## src/rtl/dl_skid_buf.sv

```systemverilog
// dl_skid_buf: two-entry valid/ready skid buffer.
//
// Breaks the combinational ready path between upstream and downstream while
// sustaining one beat per cycle. All outputs come straight from flops.
//
// Ports:
//   clk        sole clock, all state updates on the rising edge
//   rst_n      synchronous active-low reset
//   in_valid   upstream beat present on in_data
//   in_ready   buffer can take a beat this cycle (registered)
//   in_data    upstream payload
//   out_valid  out_data holds a beat (registered)
//   out_ready  downstream takes the beat this cycle
//   out_data   downstream payload, driven by the main register
module dl_skid_buf #(
  parameter int unsigned NUM_BITS = 1
) (
  input  logic                clk,
  input  logic                rst_n,
  input  logic                in_valid,
  output logic                in_ready,
  input  logic [NUM_BITS-1:0] in_data,
  output logic                out_valid,
  input  logic                out_ready,
  output logic [NUM_BITS-1:0] out_data
);

  typedef enum logic [1:0] {
    StEmpty = 2'd0,  // no entries held
    StFull  = 2'd1,  // main register only
    StSkid  = 2'd2   // main and skid registers
  } state_e;

  state_e              state_q, state_d;
  logic [NUM_BITS-1:0] main_q, main_d;
  logic [NUM_BITS-1:0] skid_q, skid_d;
  logic                in_ready_q, in_ready_d;
  logic                out_valid_q, out_valid_d;
  logic                in_fire, out_fire;

  assign in_fire  = in_valid && in_ready_q;
  assign out_fire = out_valid_q && out_ready;

  always_comb begin
    state_d = state_q;
    main_d  = main_q;
    skid_d  = skid_q;
    unique case (state_q)
      StEmpty: begin
        if (in_fire) begin
          state_d = StFull;
          main_d  = in_data;
        end
      end
      StFull: begin
        if (in_fire && out_fire) begin
          main_d = in_data;
        end else if (in_fire) begin
          // Downstream stalled: park the new beat behind the current one.
          state_d = StSkid;
          skid_d  = in_data;
        end else if (out_fire) begin
          state_d = StEmpty;
        end
      end
      StSkid: begin
        if (out_fire) begin
          state_d = StFull;
          main_d  = skid_q;
        end
      end
      default: state_d = StEmpty;
    endcase
    // Flags are precomputed from the next state so they leave the block as flops.
    in_ready_d  = (state_d != StSkid);
    out_valid_d = (state_d != StEmpty);
  end

  always_ff @(posedge clk) begin
    if (!rst_n) begin
      state_q     <= StEmpty;
      main_q      <= '0;
      skid_q      <= '0;
      in_ready_q  <= 1'b1;
      out_valid_q <= 1'b0;
    end else begin
      state_q     <= state_d;
      main_q      <= main_d;
      skid_q      <= skid_d;
      in_ready_q  <= in_ready_d;
      out_valid_q <= out_valid_d;
    end
  end

  assign in_ready  = in_ready_q;
  assign out_valid = out_valid_q;
  assign out_data  = main_q;

endmodule

```

## config.mk

```make
export PLATFORM = sky130hd
export DESIGN_NAME = dl_skid_buf
export DESIGN_NICKNAME = d
export VERILOG_FILES = /design/src/rtl/dl_skid_buf.sv
export SDC_FILE = /design/constraint.sdc
export NUM_CORES = 1
export LEC_CHECK = 0
export ABC_AREA = 1
export BUFFER_PORTS_ARGS = -buffer_cell sky130_fd_sc_hd__buf_2
export CORE_AREA = 3 3 40 42
export DETAILED_ROUTE_END_ITERATION = 6
export DIE_AREA = 0 0 43 45
export PLACE_DENSITY = 0.48
export SYNTH_ARGS = -nofsm -noshare
export SYNTH_HDL_FRONTEND = slang
export SYNTH_SLANG_ARGS = --single-unit
```

## constraint.sdc

```tcl
create_clock -name clk -period 1.7 [get_ports clk]
set_input_delay 0.17 -clock clk [delete_from_list [all_inputs] [get_ports clk]]
set_output_delay 0.17 -clock clk [all_outputs]
set_load 0.005 [all_outputs]
```

### Yosys cells after proc, flatten, opt, wreduce, memory -nomap -nowiden

Cells that the tools add are included.

* equal/unequal tests: 6
* reductions and logical operators: 8
* mux-type cells: 10
* bitwise logic cells: 1

Operators with widths (count)
* 2-bit 2-to-1 mux: 5
* 2-bit != test, second input constant: 4
* 2-bit case mux with 3 select lines: 1
* 4-bit AND reduction: 1
* 1-bit logical AND: 3
* 1-bit 2-to-1 mux: 3
* 1-bit case mux with 3 select lines: 1
* 3-bit AND reduction: 1
* 3-bit nonzero test: 1
* 2-bit by 1-bit == test with 1-bit output, second input constant: 1
* 2-bit == test, second input constant: 1
* 2-bit logical NOT: 1
* 2-bit nonzero test: 1
* 1-bit NOT: 1

* bits of input ports: 5
* logic and storage cells: 30
* flip-flop bits (word level): 6

### Longest topological paths before layout

Gate-level depths: netlist of run 1.

* depth in word-level cells: 6
* mapped depth: 7
* depth with buffers taken out: 7

### Worst setup path after synthesis of run 1

No wires, ideal clock.

* kind: reg2reg
* start point: reg out_valid_q, in the netlist out_valid
* end point: reg out_valid_q, in the netlist out_valid
* setup slack: 815 ps
* stages on the path, launching flop included: 6
* period minus slack after synthesis: 885 ps
* data arrival time: 769 ps
* path buffers: 0
* path through: dfxtp_1 > nand2_1 > nand2_2 > nor2_4 > o21ai_2 > nand2_1

* longest elaborated chain between the ends: 6

RTL lines
* start: declaration: RTL line 38 `logic out_valid_q, out_valid_d;`
* start signal: assignment: RTL line 91 `out_valid_q <= out_valid_d;`
* 1-bit logical AND (*): RTL line 42 `assign out_fire = out_valid_q && out_ready;`
* 2-bit 2-to-1 mux: RTL line 62 `end else if (out_fire) begin`
* 2-bit 2-to-1 mux: RTL line 58 `end else if (in_fire) begin`
* 2-bit 2-to-1 mux: RTL line 56 `if (in_fire && out_fire) begin`
* 2-bit case mux with 3 select lines (*): RTL line 48 `unique case (state_q)`
* 2-bit nonzero test (*): RTL line 76 `out_valid_d = (state_d != StEmpty);`

Mark *: on every way between the ends. The rest lies on a longest branch, timed or not.
A chain may end at the register's enable or synchronous reset.

### Worst setup path after layout of run 1

Ends and elaborated chain as after synthesis.

==> results_dict.tcl, run 1 <==
set metrics [dict create \
    tightest_slew_ns 0.192 \
    post_synth_num_cell_types 15 \
    cts_buffers 3 \
    postCtsSetupRepairBufs 0 \
    grt_max_degree 6 \
    clock.fmax_mhz 1030 \
    gp_congestion 0.668 \
    yosys_most_used_dff "dfxtp_1" \
    flow.area_growth_from_synthesis_pct 26.9 \
    stages_on_worst_setup_path 5 \
    critical_r2r_capture "out_valid$_SDFF_PN0_" \
    setup_viol_count_final 0 \
    die-height_um 45 \
    worstPathBufferInverterCount 0 \
    post-route-min-period_ns 0.966 \
    timing.critical_path.max_delay_family "simple AND/OR/NAND/NOR gates" \
    critPathCaptureType "register" \
    post_cts_hold_fix_bufs 0 \
    async_set_or_reset_flop_fraction_in_the_synthesized_netlist_pct 0 \
    cts.reportedPaths.clkPinSlew_ns 0.04 \
    netlist_top_cells_area "dfxtp_1 42%, nand2_1 16%, inv_1 7.9%, nand3_1 5.3%, nor2_1 5.3%" \
    yosysTopAreaCell "dfxtp_1" \
    rsz0062_at_grt "false" \
    worst_path_largest_cell_delay_ns 0.31 \
    fill_cells 153 \
    timing.reg2reg.setup_slack_ns 0.73 \
    count_of_inserted_antenna_diode_cells 0 \
    worstSetupStartpoint "out_valid$_SDFF_PN0_" \
    via_count 267 \
    final_min_period_over_clock_period_pct 56.8 \
    grt_usage_pct 6.58 \
    overall_die_area_um2 1940 \
    synth-seq-area-share_pct 42.3 \
    synthesis.area_um2 284 \
    cts.path.max_buffers 2 \
    critPathRequiredTime_ns 1.82 \
    setup_total_negative_slack_ns 0 \
    power.density_nw_per_um2 1030 \
    final_nets 58 \
    synth-warning-count 0 \
    cts_resized 0 \
    antenna_violating_nets_post_route 0 \
    clock-root-buffer "clkbuf_4" \
    synthMostInstantiatedCell "nand2_1" \
    tritoncts "done" \
    synth_seq_cells 6 \
    worst_setup_path_start_kind "register" \
    pin_count 8 \
    critical_path.slowest_cell "dfxtp_1" \
    max_cap_viols 0 \
    worst_r2r_path_depth 5 \
    timing.final.hold_violations 0 \
    core-area_um2 1280 \
    clkLatencyLatePin_ns 0.24 \
    worst_setup_skew_after_layout_ns 0.000801 \
    leakage_nw 0.197 \
    avgSynthCellArea_um2 6.93 \
    layout.core_utilization_pct 28.0 \
    std_cell_rows 13 \
    synth_enable_flop_cells 0 \
    cp_cell_sequence "nand2_1, nand2_2, nor2_4, o21ai_2, nand2_1" \
    wl_um 523 \
    first_pass_grt_wire_length_um 897 \
    cts.htree.levels 1 \
    slew_headroom_pct 87.2 \
    post_drt_wl_per_cell_um 7.92 \
    route.detailed.vias_per_inst 4.05 \
    min-delay-path-class "input pin to register" \
    critical_path.reg2reg.startpoint "out_valid$_SDFF_PN0_" \
    dr.pass1.iters 2 \
    whs_ns 0.183 \
    chipWidth_um 43 \
    place_hpwl_um 445 \
    peakVddDrop_v 0.000394 \
    grt_pass1_vias 267 \
    port-buffer-count 7 \
    drive_above_1_share_pct 29.4 \
    floorplan.initialDensity_pct 22.1 \
    remaining_drc_errors 0 \
    grt_antenna_before_repair 0 \
    slew_violations 0 \
    cp-endpoint "out_valid$_SDFF_PN0_" \
    worst-setup-path-type "register to register" \
    post_synth_inst_count 41 \
    syn-num-nets 46 \
    arrival_ns 1.09 \
    synthTopCellsByCount "12 x nand2_1, 6 x dfxtp_1, 6 x inv_1" \
    grt_overflow 0 \
    netlist.area_leader.share_pct 42.3 \
    status "finished, final reports clean" \
    drtIter0Drc 5 \
    timing.critical_path.mode_cell "nand2_1" \
    clock-sinks 6 \
    path_max_fanout 5 \
]
## power by group
| group | internal, mW | switching (mW) |
|---|---|---|
| clock network | 0.0794 | 0.0443 |
| logic | 0.0315 | 0.0443 |
| registers | 0.159 | 0.0120 |
| total | 0.270 | 0.101 |
## sequential cells by signal, summed over array words and instances, names as in the netlist
signal,flops
in_ready,1
out_data,1
out_valid,1
skid_q,1
state_q,2
## stage by stage
stage | total power, mW | cell area, um2 | instances | setup WS [ns]
floorplan | 0.225 | 284 | 41 | 0.815
global placement | 0.250 | 338 | 63 | 0.738
finish | 0.370 | 360 | 66 | 0.734
detailed placement | 0.251 | 338 | 63 | 0.719
CTS | 0.382 | 360 | 66 | 0.715
global route | 0.399 | 360 | 66 | 0.640
## cells in the final DEF, fill, tap and decap left out, types with 3 or more instances in the layout
cell type / instances
buf_2: 7
clkbuf_4: 3
nand2_1: 12
nand3_1: 3
nor2_1: 4
dfxtp_1: 6
inv_1: 6
## routing by layer
metal | wire length (um) | up-vias | track usage, %
li1 | - | 148 | -
met4 | 10 | 0 | 9.04
met3 | 12 | 2 | 1.20
met2 | 291 | 1 | 11.7
met5 | 0 | - | 0
met1 | 208 | 116 | 5.30
## worst min-delay path by stage
stage                     slack, ns             endpoint  cells past startpoint   from
after global routing           0.19  in_ready$_SDFF_PN1_                      2  rst_n
after floorplan                0.25  in_ready$_SDFF_PN1_                      1  rst_n
after CTS                      0.18  in_ready$_SDFF_PN1_                      2  rst_n
after detailed placement       0.43  in_ready$_SDFF_PN1_                      2  rst_n
final                          0.18  in_ready$_SDFF_PN1_                      2  rst_n
after global placement         0.42  in_ready$_SDFF_PN1_                      2  rst_n
## kinds of logic after synthesis
group / count (synthesis) / synth area share, %
compound gates: 4 / 8.37
flops: 6 / 42.3
buf+inv: 7 / 9.25
simple gates: 24 / 40.1
## layout make-up
cell class | count | area [um2] | area share (%)
Sequential cell | 6 | 120 | 33.3
Timing Repair Buffer | 7 | 35.0 | 9.72
Tap cell | 15 | 18.8 | 5.21
Clock buffer | 3 | 22.5 | 6.25
Inverter | 7 | 26.3 | 7.29
Multi-Input combinational cell | 28 | 138 | 38.2
No activity file was read; power rests on OpenSTA's default activity.
==> run 2, diff against run 1 <==
--- a/config.mk
+++ b/config.mk
@@ -5,7 +5,7 @@
 export SDC_FILE = /design/constraint.sdc
 export NUM_CORES = 1
 export LEC_CHECK = 0
-export ABC_AREA = 1
+export ABC_AREA = 0
 export BUFFER_PORTS_ARGS = -buffer_cell sky130_fd_sc_hd__buf_2
 export CORE_AREA = 3 3 40 42
 export DETAILED_ROUTE_END_ITERATION = 6
==> constraint.sdc (replaced) <==
create_clock -name clk -period 0.8 [get_ports clk]
set_input_delay 0.08 -clock clk [delete_from_list [all_inputs] [get_ports clk]]
set_output_delay 0.08 -clock clk [all_outputs]
set_load 0.005 [all_outputs]
==> run 2 against run 1 <==
  * The run now ends with negative setup slack left
  * Power grew 120%
  * Worst hold slack lost 0.081 ns
  * Die area is the same
  * Clock power grew 120%
  * Utilization grew 4.2 points
  * Count of clock-buffer cells in the layout is the same
  * Global-route usage grew 1.7 points
  * Fmax shrank 14%
  * Register-to-register slack lost 1.1 ns
  * Non-clock buffer count grew 6
  * Worst setup slack lost 1.1 ns
  * Critical endpoint is now out_data$_SDFFE_PN0P_
==> results_dict.tcl, run 2 <==
set metrics [dict create \
    netlist.area_leader.share_pct 45.3 \
    final_nets 53 \
    post-place-cells 58 \
    floorplan.initialDensity_pct 20.6 \
    clkLatencyLatePin_ns 0.24 \
    port-buffer-count 7 \
    critPathCaptureType "register" \
    max_cap_viols 0 \
    avgSynthCellArea_um2 8.84 \
    wl_um 590 \
    path_max_fanout 3 \
    timing.final.hold_violations 0 \
    remaining_drc_errors 0 \
    synthesis.area_um2 265 \
    antenna_violating_nets_post_route 0 \
    synth_enable_flop_cells 0 \
    final_cell_mix "6 x buf_2, 5 x buf_4, 4 x dfxtp_2" \
    synth_seq_cells 6 \
    first_pass_grt_wire_length_um 1120 \
    post-route-worst-setup-slack_ns -0.329 \
    power.density_nw_per_um2 1950 \
    dr.pass1.iters 2 \
    pin_count 8 \
    min-delay-path-class "input pin to register" \
    post-route-min-period_ns 1.13 \
    slew_violations 0 \
    critical_path.slowest_cell "dfxtp_2" \
    power.clock.fraction_pct 33.6 \
    yosysTopAreaCell "dfxtp_1" \
    critPathRequiredTime_ns 0.93 \
    clock.fmax_mhz 886 \
    final_min_period_over_clock_period_pct 141 \
    grt_pass1_vias 271 \
    sw_frac_of_total_pct 25.1 \
    post_synth_num_cell_types 15 \
    leakage_nw 0.193 \
    syn-num-nets 35 \
    worst_path_largest_cell_delay_ns 0.32 \
    worst-setup-path-type "register to register" \
    route.detailed.vias_per_inst 4.39 \
    clock-root-buffer "clkbuf_4" \
    setup_total_negative_slack_ns -1.24 \
    grt_antenna_before_repair 0 \
    async_set_or_reset_flop_fraction_in_the_synthesized_netlist_pct 0 \
    synth-seq-area-share_pct 45.3 \
    yosys_most_used_dff "dfxtp_1" \
    switchingPower_mw 0.203 \
    count_of_inserted_antenna_diode_cells 0 \
    synth-warning-count 0 \
    drive_above_1_share_pct 54.3 \
    share_comb_of_total_power_pct 22.6 \
    flow.area_growth_from_synthesis_pct 56.1 \
    post_drt_wl_per_cell_um 9.67 \
    final_cell_count_no_fill 61 \
    drtIter0Drc 3 \
    tightest_slew_ns 0.139 \
    core-area_um2 1280 \
    gp_congestion 0.729 \
    cp_cell_sequence "and3b_1, a32o_2, o311a_1" \
    postCtsSetupRepairBufs 0 \
    place_hpwl_um 462 \
    status "finished with violations" \
    layout.core_utilization_pct 32.2 \
    synthMostInstantiatedCell "dfxtp_1" \
    failed_checks "negative setup slack" \
    whs_ns 0.102 \
    peakVddDrop_v 0.000908 \
    grt_max_degree 6 \
    internal_power_mw 0.605 \
    post_synth_inst_count 30 \
    clock-sinks 6 \
    rsz0062_at_grt "true" \
    std_cell_rows 13 \
    cts.htree.levels 1 \
    worst_setup_path_start_kind "register" \
    die-height_um 45 \
    via_count 268 \
    grt_overflow 0 \
    p_seq_share_pct 43.8 \
    arrival_ns 1.26 \
    most_common_cell_after_layout_fill_and_taps_aside "buf_2" \
    synthTopCellsByCount "6 x dfxtp_1, 4 x nand2_1, 3 x a21oi_1" \
    overall_die_area_um2 1940 \
    cts.reportedPaths.clkPinSlew_ns 0.04 \
    grt_usage_pct 8.25 \
    worst_setup_skew_after_layout_ns 0.00123 \
    slew_headroom_pct 90.5 \
    cts.path.max_buffers 2 \
    netlist_top_cells_area "dfxtp_1 45%, mux2i_1 7.5%, a21oi_1 5.7%, nand2_1 5.7%, o21a_1 5.7%" \
    chipWidth_um 43 \
    number_of_flip_flops_in_the_largest_register 2 \
    tritoncts "done" \
    cts_buffers 3 \
    setup_viol_count_final 7 \
    largest-register "state_q" \
]
-- run 2: cell count changes in the layout (fill, tap and decap cells not counted), moves of 2 or more --
cell	delta
buf_6	+2
o21a_1	+2
inv_1	-4
mux2i_1	+2
dfxtp_1	-4
nor2_1	-2
dfxtp_2	+4
nand2_1	-9
buf_4	+5
nand3_1	-2
-- run 2: path summary, 6_finish.rpt --
kind | startpoint | to | slack, ns | cells past startpoint
hold reg to reg | out_data$_SDFFE_PN0P_ | out_data$_SDFFE_PN0P_ | 0.51 | 1
setup / recovery | state_q[1]$_SDFF_PN0_ | out_data$_SDFFE_PN0P_ | -0.33 | 3
setup reg to reg | state_q[1]$_SDFF_PN0_ | out_data$_SDFFE_PN0P_ | -0.33 | 3
hold / removal | rst_n | out_valid$_SDFF_PN0_ | 0.10 | 2
-- run 2: cell families (layout without fill, tap and decap cells) --
family	after synthesis	after routing	share of synthesized area, %
buffers and inverters	2	18	2.83
AO/OA/AOI/OAI	8	8	20.7
flip-flops	6	6	45.3
multiplexers	2	2	7.55
AND/OR/NAND/NOR	12	12	23.6
-- run 2: area by class of cell --
type / instances / area, um2
multi-input combinational: 22 / 150
timing repair buffer: 13 / 90.1
fill: 137 / 871
clock buffer: 3 / 22.5
tap: 15 / 18.8
inverter: 2 / 7.51
sequential: 6 / 125
-- run 2: per-layer routing --
layer	track usage [%]	up-vias	share of wire [%]
li1	-	141	-
met1	10.4	118	45
met2	9.88	7	45
met3	3.19	2	8.5
met4	9.04	0	1.0
met5	0	-	0
-- run 2: power by group through the flow --
| stage | Sequential (mW) | Combinational (mW) | Clock [mW] |
|---|---|---|---|
| global route | 0.358 | 0.204 | 0.309 |
| detailed placement | 0.356 | 0.167 | 0 |
| CTS | 0.351 | 0.183 | 0.291 |
| floorplan | 0.361 | 0.0804 | 0 |
| finish | 0.354 | 0.182 | 0.272 |
| global placement | 0.357 | 0.168 | 0 |
-- run 2: repair_timing --
action / 4_1_cts / 5_1_grt
hold buffers: 0 / 0
gates resized for setup: 4 / 2
endpoints found under the setup margin: 8 / 8
pin swaps: 1 / 1
-- run 2: through the flow --
step	power [mW]	setup WS, ns	area (um2)
5_1_grt	0.871	-0.378	414
6_report	0.808	-0.329	414
3_3_place_gp	0.525	-0.316	370
4_1_cts	0.825	-0.329	412
3_5_place_dp	0.523	-0.321	370
2_1_floorplan	0.441	-0.332	272
-- run 2: worst max-delay path, delay by kind of cell (launching register included) --
kind            cells  cell delay, ns
compound gates      2            0.52
simple gates        1            0.18
flops               1            0.32
